$ cat src/rtl/lfa_line_tracker.sv
// Three-sensor line follower: threshold classification, node debounce/turns, line-loss recovery, stop node.
// Optional macro LFA_LOST_RECOVERY_EN: LOST pivots toward the last side seen black instead of stopping.
`timescale 1ns/1ps
module lfa_line_tracker #(
  parameter int unsigned ADC_W        = 12,
  parameter int unsigned HI_TH        = 1000,
  parameter int unsigned LO_TH        = 200,
  parameter int unsigned DUTY_W       = 4,
  parameter int unsigned DUTY_FWD     = 8,
  parameter int unsigned DUTY_HI      = 9,
  parameter int unsigned DUTY_LO      = 3,
  parameter int unsigned DUTY_TURN    = 7,
  parameter int unsigned NODE_W       = 8,
  parameter int unsigned NODE_CONFIRM = 16,
  parameter int unsigned LOST_TIMEOUT = 3125,
  parameter int unsigned STOP_NODE    = 11
) (
  input  logic              clk_3125KHz,
  input  logic              rst,
  input  logic              key,
  input  logic [ADC_W-1:0]  left,
  input  logic [ADC_W-1:0]  middle,
  input  logic [ADC_W-1:0]  right,
  input  logic [1:0]        node_cmd,
  output logic              m1_a,
  output logic              m1_b,
  output logic              m2_a,
  output logic              m2_b,
  output logic [DUTY_W-1:0] dc1,
  output logic [DUTY_W-1:0] dc2,
  output logic [NODE_W-1:0] node,
  output logic              node_flag,
  output logic              node_pulse,
  output logic              running,
  output logic [2:0]        state
);

  localparam int unsigned CNT_W  = $clog2(NODE_CONFIRM + 1);
  localparam int unsigned LOST_W = $clog2(LOST_TIMEOUT + 1);
  localparam int unsigned DRV_W  = 4 + 2 * DUTY_W;

  // Pin order {m1_a, m1_b, m2_a, m2_b}
  localparam logic [3:0] PINS_FWD   = 4'b1010;
  localparam logic [3:0] PINS_PIV_L = 4'b0110;
  localparam logic [3:0] PINS_PIV_R = 4'b1001;

  typedef enum logic [2:0] {
    S_IDLE      = 3'd0,
    S_FOLLOW    = 3'd1,
    S_NODE      = 3'd2,
    S_TURN_EXIT = 3'd3,
    S_TURN_ACQ  = 3'd4,
    S_LOST      = 3'd5,
    S_DONE      = 3'd6
  } state_t;

  function automatic logic [DRV_W-1:0] drv(input logic [3:0] pins, input int unsigned d1,
                                           input int unsigned d2);
    return {pins, DUTY_W'(d1), DUTY_W'(d2)};
  endfunction

  state_t             r_state;
  logic               r_key_s1, r_key_s2;
  logic [DRV_W-1:0]   r_drive;
  logic [CNT_W-1:0]   r_confirm;
  logic [LOST_W-1:0]  r_lost;
  logic [NODE_W-1:0]  r_node;
  logic [1:0]         r_cmd;
  logic               r_node_flag, r_node_pulse, r_running;

  logic w_lb, w_lw, w_mb, w_mw, w_rb, w_rw;
  logic w_amb, w_all_black, w_all_white;
  logic [DRV_W-1:0] w_follow_drv, w_pivot_drv, w_lost_drv;

  assign w_lb = left   > ADC_W'(HI_TH);
  assign w_lw = left   < ADC_W'(LO_TH);
  assign w_mb = middle > ADC_W'(HI_TH);
  assign w_mw = middle < ADC_W'(LO_TH);
  assign w_rb = right  > ADC_W'(HI_TH);
  assign w_rw = right  < ADC_W'(LO_TH);
  assign w_amb       = !(w_lb || w_lw) || !(w_mb || w_mw) || !(w_rb || w_rw);
  assign w_all_black = w_lb && w_mb && w_rb;
  assign w_all_white = w_lw && w_mw && w_rw;

  // Line-following steering; anything unrecognised holds the last command
  always_comb begin
    w_follow_drv = r_drive;
    if (!w_amb) begin
      if (w_mb && w_lw && w_rw)  w_follow_drv = drv(PINS_FWD, DUTY_FWD, DUTY_FWD);
      else if (w_rb && w_lw)     w_follow_drv = drv(PINS_FWD, DUTY_HI, DUTY_LO);
      else if (w_lb && w_rw)     w_follow_drv = drv(PINS_FWD, DUTY_LO, DUTY_HI);
    end
  end

  assign w_pivot_drv = (r_cmd == 2'b01) ? drv(PINS_PIV_L, DUTY_TURN, DUTY_TURN)
                                        : drv(PINS_PIV_R, DUTY_TURN, DUTY_TURN);

`ifdef LFA_LOST_RECOVERY_EN
  localparam logic [1:0] SIDE_NONE  = 2'd0;
  localparam logic [1:0] SIDE_LEFT  = 2'd1;
  localparam logic [1:0] SIDE_RIGHT = 2'd2;
  logic [1:0] r_last_side;

  always_ff @(posedge clk_3125KHz or posedge rst) begin
    if (rst) begin
      r_last_side <= SIDE_NONE;
    end else if (r_state == S_FOLLOW && !w_amb) begin
      if (w_rb && w_lw)      r_last_side <= SIDE_RIGHT;
      else if (w_lb && w_rw) r_last_side <= SIDE_LEFT;
    end
  end

  // Unrecorded side defaults to a right pivot
  assign w_lost_drv = (r_last_side == SIDE_LEFT) ? drv(PINS_PIV_L, DUTY_TURN, DUTY_TURN)
                                                 : drv(PINS_PIV_R, DUTY_TURN, DUTY_TURN);
`else
  assign w_lost_drv = '0;
`endif

  always_ff @(posedge clk_3125KHz or posedge rst) begin
    if (rst) begin
      r_key_s1 <= 1'b1;
      r_key_s2 <= 1'b1;
    end else begin
      r_key_s1 <= key;
      r_key_s2 <= r_key_s1;
    end
  end

  // Main controller FSM with registered outputs
  always_ff @(posedge clk_3125KHz or posedge rst) begin
    if (rst) begin
      r_state      <= S_IDLE;
      r_drive      <= '0;
      r_confirm    <= '0;
      r_lost       <= '0;
      r_node       <= '0;
      r_cmd        <= '0;
      r_node_flag  <= 1'b0;
      r_node_pulse <= 1'b0;
      r_running    <= 1'b0;
    end else begin
      r_node_pulse <= 1'b0;
      r_node_flag  <= w_all_black;
      case (r_state)
        S_IDLE: begin
          r_drive <= '0;
          if (!r_key_s2) begin
            r_state   <= S_FOLLOW;
            r_running <= 1'b1;
            r_drive   <= w_follow_drv;
          end
        end
        S_FOLLOW: begin
          r_drive <= w_follow_drv;
          if (w_all_black) begin
            if (r_confirm >= CNT_W'(NODE_CONFIRM - 1)) begin
              r_confirm    <= CNT_W'(NODE_CONFIRM);
              r_node       <= r_node + NODE_W'(1);
              r_node_pulse <= 1'b1;
              r_cmd        <= node_cmd;
              r_state      <= S_NODE;
            end else begin
              r_confirm <= r_confirm + CNT_W'(1);
            end
          end else begin
            r_confirm <= '0;
          end
          if (w_all_white) begin
            if (r_lost >= LOST_W'(LOST_TIMEOUT - 1)) begin
              r_lost  <= LOST_W'(LOST_TIMEOUT);
              r_state <= S_LOST;
              r_drive <= w_lost_drv;
            end else begin
              r_lost <= r_lost + LOST_W'(1);
            end
          end else begin
            r_lost <= '0;
          end
        end
        S_NODE: begin
          r_confirm <= '0;
          if (r_node == NODE_W'(STOP_NODE) || r_cmd == 2'b11) begin
            r_state   <= S_DONE;
            r_running <= 1'b0;
            r_drive   <= '0;
          end else if (r_cmd == 2'b00) begin
            r_drive <= drv(PINS_FWD, DUTY_FWD, DUTY_FWD);
            if (!w_all_black) r_state <= S_FOLLOW;
          end else begin
            r_drive <= w_pivot_drv;
            r_state <= S_TURN_EXIT;
          end
        end
        S_TURN_EXIT: begin
          r_drive <= w_pivot_drv;
          if (w_mw) r_state <= S_TURN_ACQ;
        end
        S_TURN_ACQ: begin
          r_drive <= w_pivot_drv;
          if (w_mb) r_state <= S_FOLLOW;
        end
        S_LOST: begin
          r_drive <= w_lost_drv;
          if (w_mb) begin
            r_lost  <= '0;
            r_state <= S_FOLLOW;
          end
        end
        S_DONE: begin
          r_drive <= '0;
        end
        default: begin
          r_state   <= S_IDLE;
          r_running <= 1'b0;
          r_drive   <= '0;
        end
      endcase
    end
  end

  assign {m1_a, m1_b, m2_a, m2_b, dc1, dc2} = r_drive;
  assign node       = r_node;
  assign node_flag  = r_node_flag;
  assign node_pulse = r_node_pulse;
  assign running    = r_running;
  assign state      = r_state;

endmodule

$ cat config.mk
export PLATFORM = sky130hd
export DESIGN_NAME = lfa_line_tracker
export DESIGN_NICKNAME = d
export VERILOG_FILES = /design/src/rtl/lfa_line_tracker.sv
export SDC_FILE = /design/constraint.sdc
export NUM_CORES = 1
export LEC_CHECK = 0
export ABC_AREA = 1
export CAP_MARGIN = 10
export CORE_MARGIN = 2
export CORE_UTILIZATION = 45
export CTS_BUF_LIST = sky130_fd_sc_hd__clkbuf_2
export DETAILED_ROUTE_END_ITERATION = 16
export GPL_TIMING_DRIVEN = 0
export MAX_ROUTING_LAYER = met4
export PLACE_DENSITY = 0.73
export REMOVE_ABC_BUFFERS = 1
export SYNTH_ARGS = -nofsm -noshare
export SYNTH_HDL_FRONTEND = slang
export SYNTH_SLANG_ARGS = --single-unit
$ cat constraint.sdc
create_clock -name clk_3125KHz -period 1.8 [get_ports clk_3125KHz]
set_input_delay 0.36 -clock clk_3125KHz [delete_from_list [all_inputs] [get_ports clk_3125KHz]]
set_output_delay 0.36 -clock clk_3125KHz [all_outputs]
set_load 0.02 [all_outputs]
-- After elaboration in Yosys (flattened, before gate mapping)
Cells that the tools add are included.
- register bits after elaboration: 47
- output and inout bits: 26
- bits of input ports: 41
- logic and storage cells: 102
- add/subtract/negate cells: 3
- bitwise operators: 2
- equal/unequal tests: 15
- mux-type cells: 35
- reductions and logical operators: 28
- magnitude comparators: 8
- operators by type and width (cell ; number):
    $mux 12 ; 13
    $pmux 12 s4 ; 1
    $gt 12x10->1 const B ; 3
    $lt 12x8->1 const B ; 3
    $mux 3 ; 10
    $pmux 12 s2 ; 1
    $pmux 3 s6 ; 1
    $add 12x1->12 const B ; 1
    $ge 12x12->1 const B ; 1
    $mux 5 ; 2
    $pmux 5 s2 ; 1
    $eq 3x3->1 const B ; 3
    $add 8x1->8 const B ; 1
    $eq 8x4->1 const B ; 1
    $logic_and 1x1->1 ; 8
    $ne 2x2->1 const B ; 4
    $eq 3x2->1 const B ; 2
    $logic_or 1x1->1 ; 6
    $reduce_and 3->1 ; 2
    $add 5x1->5 const B ; 1
    $ge 5x4->1 const B ; 1
    $mux 1 ; 5
    $reduce_and 5->1 ; 1
    $reduce_or 5->1 ; 1
    other kinds (13) ; 18

-- Depth between registers and ports, before layout
Gate-level depths: netlist of run 1.
- depth in word-level cells: 9
- depth in mapped cells: 12
- mapped depth without buffers: 12

-- Least setup slack after synthesis of run 1
OpenSTA, ideal clock, no wires.
- path kind: register -> register
- from: register r_node[1], in the netlist node[1]
- to: register r_state[0], in the netlist state[0]
- stages on the path, launching flop included: 12
- slack: 0.131 ns
- arrival time: 1.553 ns
- data required time: 1.684 ns
- cells stage by stage: dfrtp_1 > ha_1 > nand2_1 > nor3_1 > nand2_1 > nand3_1 > nor3b_1 > nand2_1 > inv_1 > nand2_1 > nand2_1 > nand2_1
- longest elaborated chain between the ends: 4
- ends and longest elaborated chain (item ; RTL line ; text):
    start, declared ; 67 ; logic [NODE_W-1:0] r_node;
    start signal, assigned ; 159 ; r_node <= r_node + NODE_W'(1);
    $eq 8x4->1 * ; 183 ; if (r_node == NODE_W'(STOP_NODE) || r_cmd == 2'b11) begin
    $logic_or 1x1->1 * ; 183 ;
    $ne 4x4->1 (no line) / $mux 3 (equally long branches) ; - ;
    $reduce_and 5->1 (no line) / $pmux 3 s6 (equally long branches) ; - ;
    end signal, assigned ; 184 ; r_state <= S_DONE;
    end signal, assigned ; 189 ; if (!w_all_black) r_state <= S_FOLLOW;
    end signal, assigned ; 192 ; r_state <= S_TURN_EXIT;
    end, declared ; 62 ; state_t r_state;
Every way passes the cells marked *; elsewhere a longest branch is shown, timed or not.
A chain may end at the register's enable or synchronous reset.

-- Final worst setup path of run 1
- from: register r_node[0], in the netlist node[0]
- to: output node[0]
- RTL lines (item ; RTL line ; text):
    end, declared ; 31 ; output logic [NODE_W-1:0] node,
No word-level cell between the ends.

==> impl.org, run 1 <==
** Die
- The floorplan step defined a die boundary enclosing 6936 um2.
- Effective utilization at floorplan :: between 40% and 50%
- The die is about 83 um tall.
- Number of top-level pins :: 67
- In this run the core area contains 28 standard-cell rows.
- The total area inside the core boundary comes to between 5000 and 6000 um2.
- Width of the die :: approximately 83 um

** Routing
- DRC Markers :: 0
- The detail route stage leaves a number of antenna-violating nets equal to 0.
- Vias per inst :: a little under 5
- After the first detailed-routing iteration, the DRC count stood at roughly 140.
- Wirelength, routed :: 6.431 mm
- For this block, the via count after detailed routing is 2,624.
- Post-detailed-route wirelength per cell :: roughly 12 um
- Router iterations before antenna repair :: 4

** Global route
- Via count of the first global-routing pass :: between 2,000 and 3,000
- Global routing used 19.92% of the available tracks across all layers.
- The initial antenna violation count is 0.
- Global route overflow :: 0
- Maximum number of pins on one net before global-route repair :: 38
- Global-route wire length before repair :: around 11 mm

** Finish
- Area added between synthesis and finish :: 32.95%
- Share of cells above drive strength 1 :: between 10% and 20%
- Antenna diodes :: 0
- Summing all flip-flop and latch instances after layout gives approximately 1200 um2.
- For this run, the post-layout net count is 511.
- Summing all multi-input logic gate instances after layout gives about 1400 um2.
- Commonest non-fill, non-tap cells in the layout :: nand2_1 (119), inv_1 (57), clkdlybuf4s50_1 (40), dfrtp_1 (40)
- Commonest non-fill, non-tap cell in the layout :: nand2_1
- Design area :: between 3000 and 4000 um2
- Fill cells in the final layout number 553.

** Placement
- At the end of routability-driven placement, the weighted congestion stood at roughly 0.9.
- Number of buffer cells added on primary ports :: 66
- Post-detail-place hpwl :: 4.863 mm
- Total cell area at the placement stage :: around 3600 um2

** STA
- Final count of pins violating max slew :: 0
- RSZ-0062 raised after global routing :: true
- The final critical path takes up between 90% and 100% of the cycle.
- The final count of hold timing violations is 0.
- Hold_ws :: around 0.13 ns
- Number of setup violations in the final report :: 0
- Post-route clock skew :: approximately 0.034 ns
- Derived from the worst setup path, the maximum achievable clock frequency is 0.5759 GHz.
- The worst path needs between 1.5 and 2 ns of the cycle, external delays included.
- For the pin with the worst max-slew slack, the measured transition is around 0.38 ns.
- Measured against its own limit, the worst slew margin works out to between 70% and 80%.

** Yosys
- Counting flops with an async set or reset pin after synthesis yields a share of 100.0%.
- Dominant register cell in the synthesized netlist :: dfrtp_1
- Post-synthesis instance area :: approximately 2800 um2
- Number of distinct library cells after synthesis :: 38
- The average instance in the mapped netlist occupies between 7 and 8 um2.
- In this run, synthesis inferred 0 flip-flops with an integrated enable.
- Number of standard cells after synthesis :: 384
- Post-synthesis sequential element count :: 47
- Yosys printed 0 warnings.
- Of the synthesized area, sequential elements account for a little over two fifths.

** Power and ir drop
- IR Drop Worst-Case VDD :: 735.5 uV
- Summed over all cells, the static leakage comes to slightly below 2 nW.
- Dividing total power by cell area gives a power density of a little over 1000 nW/um2.
- The design draws between 3 and 4 mW.

** Status
- Run status :: finished clean

** Setup path
- The worst setup path is captured at an output pin.
- Element type at the critical path start :: flop
- Setup CP Type :: flop to output pin
- For the worst setup path, the data arrival time is ~1.4 ns.
- In this run the worst path has a maximum fanout of 3.
- At the worst endpoint, the required time is around 1.4 ns.

** CTS
- Clock tree synthesis selected as its root buffer the cell clkbuf_2.
- In this run, CTS created clock tree buffers numbering 5.
- Clock tree from TritonCTS :: built
- Maximum clock path buffer count :: 2
- Hold bufs inserted after CTS :: 0
- After clock tree synthesis, the clock-pin slew on the worst setup and hold paths is between 0.2 and 0.3 ns.
- CTS saw between 40 and 50 sinks.
- Clock insertion delay at the later pin of the skew report :: 0.45 ns
- The clock tree synthesis step divided the H-tree into 2 levels.

** Worst hold path
- Worst Hold Class :: primary input to asynchronous set/reset pin

** Run
- # Max-Cap Violations :: 0
## critical path, cell delays in order (launching register included)
cell           delay [ns]
dfrtp_1              0.47
buf_4                0.15
dlygate4sd2_1        0.31
## synth_stat cells, types with 2 or more instances
master     n  share of area, %
and2_1     2              0.44
o21ai_1    4              0.71
buf_6      2              0.80
o22ai_1    7               1.5
xor2_1    10               3.1
inv_1     59               7.8
inv_2      2              0.27
xnor2_1    5               1.5
nand3_1   31               5.5
nor2_1    32               4.2
nor2_2     3              0.66
nor3_1     5              0.88
nand2_2    3              0.66
ha_1       5               2.2
a21oi_1    5              0.88
inv_4      2              0.44
nand2_1  120                16
o21ai_0   15               2.7
nand3_2    3               1.1
dfstp_2    2               1.9
nor3_2     2              0.71
dfrtp_1   45                40
nand4_1    5               1.1
## metrics by stage
stage               util [%]  setup TNS, ns  setup WS [ns]  cells
floorplan                  -              0         0.1282    382
global placement       59.44         -37.42        -0.6009    523
detailed placement     59.77         -10.79        -0.4203    524
CTS                    61.53              0        0.03576    538
global route           62.78       -0.07783       -0.03261    541
finish                 62.78              0        0.06366    541
## timing repair
action | in CTS | in global routing
endpoints found under the setup margin | 39 | 27
pin swaps | 1 | 1
setup buffers | 6 | 3
resized for setup | 33 | 12
## layout make-up
| cell class | instances | share of cell area [%] |
|---|---|---|
| timing repair buffer | 76 | 19.36 |
| clock inverter | 3 | 1.164 |
| multi-input combinational | 272 | 38.39 |
| sequential | 47 | 31.50 |
| tap | 75 | 2.495 |
| inverter | 63 | 6.420 |
| clock buffer | 5 | 0.6653 |
## final timing paths
| check | endpoint | cells after the start | slack [ns] | start |
|---|---|---|---|---|
| max in group asynchronous | r_key_s1 | 3 | 1.15 | rst |
| worst max register to register | r_lost[10] | 8 | 0.07 | r_lost[0] |
| min in group clk_3125KHz | r_key_s1 | 1 | 0.29 | key |
| worst min-delay path | r_lost[10] | 2 | 0.13 | rst |
| worst min register to register | r_key_s2 | 0 | 0.38 | r_key_s1 |
| worst max-delay path | node[0] | 2 | 0.06 | node[0] |
## power breakdown
group	total (mW)	leakage, nW	switching [mW]	internal [mW]
Combinational	1.87	1.32	1.16	0.710
Sequential	1.44	0.618	0.152	1.29
Clock	0.595	0.0429	0.360	0.235
Total	3.91	1.98	1.68	2.23
## state kept, by name, indices dropped and copies added, names as in the netlist
signal	cells
r_drive	12
node_flag	1
node_pulse	1
r_confirm	5
r_lost	12
r_cmd	2
node	8
running	1
r_key_s2	1
state	3
r_key_s1	1
## logic make-up after synthesis
logic type / Yosys count / synth area share [%]
buffers and inverters: 65 / 9.332
XOR/XNOR: 15 / 4.644
AND/OR/NAND/NOR: 214 / 34.28
flip-flops: 47 / 41.66
AO/OA/AOI/OAI: 37 / 7.519
multiplexers: 1 / 0.3538
adder cells (fa/ha/maj): 5 / 2.211
## routing by layer
metal  global-route usage, %  part of all wire (%)  routed length (um)  vias to the layer above
met5                       -                     0                   0                        -
met1                   26.24                    48                3084                     1199
met4                   4.918                  0.68                  44                        0
met2                   32.04                    48                3100                       46
met3                   3.579                   3.1                 201                        6
li1                        -                     -                   -                     1373
Power figures use the tool's default switching activity.
==> run 2: changes to the inputs <==
- CORE_MARGIN: 2 -> not set
- PLACE_DENSITY: 0.73 -> not set
- PLACE_DENSITY_LB_ADDON: not set -> 0.05
- SLEW_MARGIN: not set -> 20
==> run 2 against run 1 <==
Against the previous run:
- die area fell by 4.7%
- global-route usage increased by 1.6 points
- count of clock-buffer cells in the layout is the same
- maximum frequency grew 1.7%
- cell count stayed put
- clock skew shrank 0.0089 ns
- critical path depth is the same
- utilization barely moved
- largest cell class unchanged
- cell area about the same
- sequential share of layout area decreased by 0.054 points
- clock power fell by 1%
==> impl.org, run 2 (synthesis gave the netlist of run 1 again) <==
** Status
- Run status: finished clean (unchanged).

** Finish
- Commonest non-fill, non-tap cell in the layout :: nand2_1 (unchanged)
- The final cell count without fillers is 541 (unchanged).
- The net count of the finished layout is 511 (unchanged).
- The layout-stage area growth over the synthesis result is 33.04% (was 32.95%).
- The finished layout cell area came to 3764 um2 (was 3761 um2).
- Antenna diodes :: 0 (unchanged)
- Layout filler cell count :: 559 (was 553)
- Commonest non-fill, non-tap cells in the layout :: nand2_1 (119), inv_1 (58), dfrtp_1 (41) (was nand2_1 (119), inv_1 (57), clkdlybuf4s50_1 (40), dfrtp_1 (40))
- Final standard cell utilization of the core :: 62.82% (was 62.78%)
- Share of cells above drive strength 1 :: 11.37% (was 12.45%)

** STA
- Hold_ws :: 0.1720 ns (was 0.1342 ns)
- The highest clock rate came to 0.5860 GHz (was 0.5759 GHz).
- Final Hold Fails :: 0 (unchanged)
- RSZ-0062 raised after global routing: true (unchanged).
- The actual slew at the worst max-slew pin is 0.3702 ns (was 0.3762 ns).
- Minimum setup slack in the final design :: 0.09344 ns (was 0.06366 ns)
- Shortest clock period the worst path allows after layout :: 1.707 ns (was 1.736 ns)
- The total setup violations reported at the end of the flow came to 0 (unchanged).
- The final critical-path share of the clock period came to 94.81% (was 96.46%).
- Aggregate negative setup slack :: 0 ns (unchanged)
- Final count of pins violating max slew :: 0 (unchanged)
- Worst slew margin :: 75.13% (was 74.65%)
- The setup skew after layout is 0.02547 ns (was 0.03434 ns).

** Die
- Width of the die :: 81.29 um (was 83.29 um)
- The area inside the core boundary was 5991 um2 (unchanged).
- The floorplan row count is 28 (unchanged).
- The count of boundary I/O pins was 67 (unchanged).
- The die outline height was 81.29 um (was 83.29 um).
- The die footprint came to 6607 um2 (was 6936 um2).
- The starting density of the core was 47.22% (unchanged).

** Setup path
- Arrival time of data at the critical path endpoint :: 1.35 ns (was 1.38 ns)
- The count of buffer and inverter cells on the critical path is 2 (unchanged).
- Req. time, crit path :: 1.44 ns (about the same)
- Cell type group with the largest total delay on the critical path :: flip-flops (unchanged)
- CP Cell Sequence :: buf_4 -> dlygate4sd2_1 (unchanged)
- Worst setup EP type :: output pin (unchanged)
- Element type at the critical path start :: flop (unchanged)
- Crit-path max cell delay :: 0.46 ns (was 0.47 ns)
- Setup CP Type :: flop to output pin (unchanged)
- The critical-path cell with the highest stage delay is dfrtp_1 (unchanged).
- Top fanout value on the critical path :: 3 (unchanged)

** Power and ir drop
- The power share of the clock group was 15.1% (was 15.2%).
- Overall power of the completed layout :: 3.880 mW (was 3.908 mW)
- The worst voltage drop across the vdd grid was 736.1 uV (was 735.5 uV).
- Internal power :: 2.245 mW (was 2.233 mW)
- Combinational power share :: 48.0% (was 47.9%)
- Pleak :: 2.050 nW (was 1.978 nW)
- Switching share of power :: 42.15% (was 42.87%)
- Share of power burned in registers :: 36.8% (about the same)
- Reported net switching power :: 1.635 mW (was 1.675 mW)
- Total power divided by cell area :: 1031 nW/um2 (was 1039 nW/um2)

** Global route
- The initial antenna violation count came to 0 (unchanged).
- The largest net degree at the start of global routing was 32 (was 38).
- Global route overflow :: 0 (unchanged)
- Global-route wire length before repair :: 10.65 mm (was 11.28 mm)
- The via count of the first global-routing pass came to 2,514 (was 2,552).
- GRT Resource Usage Total :: 21.48% (was 19.92%)

** Routing
- The routed length per instance is 11.43 um (was 11.89 um).
- Router iterations before antenna repair :: 4 (unchanged)
- The aggregate routed wire length is 6.182 mm (was 6.431 mm).
- Drt first-iter violations :: 100 (was 144)
- The number of DRC violations after detailed routing came to 0 (unchanged).
- The via count of the routed design is 2,626 (was 2,624).
- Vias per inst :: 4.854 (was 4.850)
- DRT antenna net count :: 0 (unchanged)

** CTS
- The TritonCTS clock tree is built (unchanged).
- Clock transition at the register clock pins on the worst setup and hold paths after CTS :: 0.24 ns (was 0.27 ns)
- The number of buffers created by CTS is 5 (unchanged).
- # clock sinks :: 47 (unchanged)
- Clk Tree Root Cell :: clkbuf_2 (unchanged)
- The clock latency of the later-clocked register in the worst-skew pair is 0.44 ns (was 0.45 ns).
- Maximum clock path buffer count :: 2 (unchanged)
- The number of H-tree levels was 2 (unchanged).

** Placement
- Total cell area at the placement stage :: 3581 um2 (unchanged)
- Setup WS pre-CTS :: -0.4357 ns (was -0.4203 ns)
- The cell total after placement came to 524 (unchanged).
- The post-detailed-placement half-perimeter wirelength came to 4.747 mm (was 4.863 mm).
- The number of buffers inserted by port buffering is 66 (unchanged).
- Routability cong. :: 0.8184 (was 0.8751)

** Worst hold path
- Worst Hold Class :: primary input to asynchronous set/reset pin (unchanged)

** Run
- # Max-Cap Violations :: 0 (unchanged)
## run 2: timing repair
action                     4_1_cts  5_1_grt
gates resized for setup         26       13
setup buffers                    7        2
setup endpoints to repair       33       25
hold buffers                     0        0
pin swaps                        1        0
## run 2: path summary, 6_finish.rpt
kind                               to  slack [ns]    startpoint  cells past startpoint
min in group clk_3125KHz     r_key_s1        0.29           key                      1
hold / removal             r_lost[10]        0.17           rst                      2
setup / recovery              node[1]        0.09       node[1]                      2
max in group asynchronous    r_key_s1        1.06           rst                      3
hold reg to reg              r_key_s2        0.37      r_key_s1                      0
setup reg to reg              node[2]        0.11  r_confirm[0]                     10
## run 2: area by class of cell
cell class / instances / area, um2 / area share (%)
multi-input cells: 272 / 1425 / 37.87
flip-flops and latches: 47 / 1184 / 31.45
repair buffers: 76 / 750.7 / 19.95
inverters: 63 / 241.5 / 6.416
well taps: 75 / 93.84 / 2.493
clock inverters: 3 / 43.79 / 1.164
clock buffers: 5 / 25.02 / 0.6649
## run 2: power groups by stage
stage | Sequential (mW) | Clock, mW | Combinational [mW]
after floorplan | 1.69 | 0 | 0.913
after global placement | 1.51 | 0 | 1.74
after detailed placement | 1.51 | 0 | 1.77
after CTS | 1.44 | 0.602 | 1.81
after global routing | 1.46 | 0.643 | 2.11
final | 1.43 | 0.587 | 1.86
## run 2: worst reg2reg max path, cell delays in order (launching register included)
cell     delay, ns
dfrtp_1       0.46
ha_1          0.20
nand2_1       0.06
nor2_1        0.10
ha_1          0.19
nor2_4        0.07
nor3_4        0.24
buf_12        0.16
nand2_1       0.06
nand2_1       0.05
nand2_1       0.04
## run 2: layer usage
metal	global-route usage (%)	vias to the layer above	share of wire [%]
li1	-	1372	-
met1	24.79	1205	46
met2	37.33	38	50
met3	3.596	11	2.9
met4	7.500	0	1.8
met5	-	-	0
==> run 3: changes to the inputs <==
- CORE_ASPECT_RATIO: not set -> 1.75
- CTS_CLUSTER_SIZE: not set -> 12
==> run 3 against run 2 <==
Against the previous run:
- clock power fell by 27%
- setup slack gained 0.019 ns
- sequential power barely moved
- critical path depth grew 4
- maximum frequency increased by 1.1%
- sequential cell count unchanged
- power down 2.8%
- combinational power about the same
- via count is 1.4% higher
- non-clock buffer count is 4 higher
- first-iteration DRC count up 20%
- critical path type is now flop to flop
- largest cell class unchanged
- highest routed layer unchanged
==> impl.org, run 3 (synthesis gave the netlist of run 1 again) <==
** Status
- Run status :: finished clean (unchanged)

** STA
- RSZ-0062 raised after global routing :: true (unchanged)
- Achievable Freq :: 0.5926 GHz (was 0.5860 GHz)
- The count of pins over their slew limit was 0 (unchanged).
- The final count of hold timing violations is 0 (unchanged).
- The worst hold slack was 0.2062 ns (was 0.1720 ns).
- The clock period minus final worst setup slack came to 1.687 ns (was 1.707 ns).
- Post-route clock skew :: 0.03684 ns (was 0.02547 ns)
- Worst slew margin :: 67.99% (was 75.13%)
- Ratio of final minimum period to clock period :: 93.75% (was 94.81%)
- Number of setup violations in the final report :: 0 (unchanged)
- The actual slew at the worst max-slew pin was 0.4795 ns (was 0.3702 ns).

** Power and ir drop
- The worst voltage drop across the vdd grid was 670.5 uV (was 736.1 uV).
- The relative contribution of combinational cells to total power came to 49.9% (was 48.0%).
- The switching part of the total was 43.82% (was 42.15%).
- Internal power :: 2.119 mW (was 2.245 mW)
- Total power divided by cell area :: 995.4 nW/um2 (was 1031 nW/um2)
- The power consumption is 3.771 mW (was 3.880 mW).
- Share of power burned in registers :: 38.8% (was 36.8%)
- Reported net switching power :: 1.652 mW (was 1.635 mW)
- Pleak :: 2.082 nW (was 2.050 nW)
- The power share of the clock group came to 11.3% (was 15.1%).

** CTS
- The number of clock sinks was 47 (unchanged).
- Clock insertion delay at the later pin of the skew report :: 0.44 ns (about the same)
- The TritonCTS clock tree is built (unchanged).
- Cts bufs inserted :: 5 (unchanged)
- Clock transition at the register clock pins on the worst setup and hold paths after CTS :: 0.24 ns (about the same)
- Clk Tree Root Cell :: clkbuf_2 (unchanged)
- Maximum clock path buffer count :: 2 (unchanged)
- Hold bufs inserted after CTS :: 0 (unchanged)
- The number of H-tree levels was 2 (unchanged).

** Setup path
- The type of origin of the critical path is a flop (unchanged).
- The data arrival time of the critical path was 2.05 ns (was 1.35 ns).
- The largest stage delay on the critical path is 0.50 ns (was 0.46 ns).
- The count of buffer and inverter cells on the critical path was 1 (was 2).
- The cell class contributing the biggest share of worst-path delay is simple AND/OR/NAND/NOR gates (was flip-flops).
- CP Cell Sequence: buf_4 -> nor3_1 -> nand2_1 -> a21boi_2 -> nand3_1 -> nand2_1 (was buf_4 -> dlygate4sd2_1).
- The critical-path cell with the highest stage delay was dfrtp_2 (was dfrtp_1).
- The maximum fanout along the worst path is 5 (was 3).
- Req. time, crit path :: 2.16 ns (was 1.44 ns)
- The critical path class was flop to flop (was flop to output pin).
- CP most frequent cell :: nand2_1
- The kind of end point of the critical path was a flop (was output pin).
- R2R setup slack :: 0.11 ns (about the same)

** Die
- The die footprint is 6620 um2 (was 6607 um2).
- The floorplan row count was 37 (was 28).
- Number of top-level pins :: 67 (unchanged)
- Width of the die :: 61.94 um (was 81.29 um)
- Placeable core area :: 5972 um2 (was 5991 um2)
- The starting density of the core is 47.37% (was 47.22%).
- The die outline height is 106.9 um (was 81.29 um).

** Routing
- The number of DRC violations after detailed routing was 0 (unchanged).
- The detailed-router iteration count before antenna repair was 4 (unchanged).
- DRT antenna net count :: 0 (unchanged)
- Detailed-route via count :: 2,663 (was 2,626)
- The detail-routed via count per cell was 4.859 (was 4.854).
- The number of DRC markers in iteration 0 came to 120 (was 100).
- The aggregate routed wire length is 6.586 mm (was 6.182 mm).
- Post-detailed-route wirelength per cell :: 12.02 um (was 11.43 um)

** Run
- # Max-Cap Violations :: 0 (unchanged)

** Placement
- Post-detail-place hpwl :: 5.015 mm (was 4.747 mm)
- Number of buffer cells added on primary ports :: 66 (unchanged)
- Routability cong. :: 0.8765 (was 0.8184)

** Finish
- Commonest non-fill, non-tap cell in the layout :: nand2_1 (unchanged)
- Final-stage net count :: 515 (was 511)
- The layout-stage area growth over the synthesis result is 33.92% (was 33.04%).
- Layout filler cell count :: 532 (was 559)
- Commonest non-fill, non-tap cells in the layout :: nand2_1 (118), inv_1 (58), clkdlybuf4s50_1 (40) (was nand2_1 (119), inv_1 (58), dfrtp_1 (41))
- The fraction of final layout cells sized beyond drive strength 1 was 12.34% (was 11.37%).
- Antenna diodes :: 0 (unchanged)

** Global route
- GRT Resource Usage Total :: 22.66% (was 21.48%)
- Initial antenna violation count :: 0 (unchanged)
- Maximum number of pins on one net before global-route repair :: 28 (was 32)
- Global-route wire length before repair :: 11.02 mm (was 10.65 mm)
- Via count of the first global-routing pass :: 2,613 (was 2,514)
- Global route overflow :: 0 (unchanged)

** Worst hold path
- The class of the most critical hold timing path is primary input to asynchronous set/reset pin (unchanged).
[run 3: path summary, 6_finish.rpt]
path | startpoint | endpoint | cells past startpoint
min in group clk_3125KHz | key | r_key_s1 | 1
hold / removal | rst | r_confirm[4] | 2
max in group asynchronous | rst | r_drive[10] | 3
setup / recovery | state[0] | r_drive[5] | 6
hold reg to reg | r_key_s1 | r_key_s2 | 0
setup reg to reg | state[0] | r_drive[5] | 6
[run 3: layout make-up]
class | count | area [um2] | area share (%)
repair buffers | 80 | 788.3 | 20.81
clock inverters | 3 | 15.01 | 0.3963
clock buffers | 5 | 25.02 | 0.6605
well taps | 78 | 97.59 | 2.576
flip-flops and latches | 47 | 1186 | 31.31
multi-input cells | 272 | 1435 | 37.88
inverters | 63 | 241.5 | 6.374
[run 3: per-layer routing]
metal	wire length (um)	global-route usage [%]	part of all wire, %	vias to the layer above
met5	0	-	0	-
met4	144	7.778	2.2	0
met3	170	3.739	2.6	11
met2	3715	41.55	56	42
met1	2556	23.01	39	1237
li1	-	-	-	1373
[run 3: timing repair]
action,4_1_cts,5_1_grt
pin swaps,1,3
hold endpoints to repair,0,0
buffers inserted,7,6
endpoints found under the setup margin,33,35
gates resized for setup,26,17
[run 3: metrics by stage]
step	setup TNS, ns	setup slack, ns	instance area (um2)	cells	utilization [%]
finish	0	0.1125	3789	548	63.44
detailed placement	-12.42	-0.4943	3585	527	60.03
floorplan	0	0.1282	2806	382	-
global placement	-39.01	-0.6055	3565	526	59.69
global route	-0.006767	-0.006767	3789	548	63.44
CTS	0	0.0003813	3680	542	61.62
[run 3: power groups by stage]
stage	registers, mW	clock network (mW)	logic, mW
2_1_floorplan	1.69	0	0.913
3_3_place_gp	1.52	0	1.74
3_5_place_dp	1.52	0	1.76
4_1_cts	1.47	0.445	1.82
5_1_grt	1.50	0.486	2.11
6_report	1.46	0.426	1.88
[run 3: worst reg2reg max path, cell delays in order (launching register included)]
cell,delay (ns)
dfrtp_2,0.50
buf_4,0.16
nor3_1,0.35
nand2_1,0.19
a21boi_2,0.25
nand3_1,0.11
nand2_1,0.06
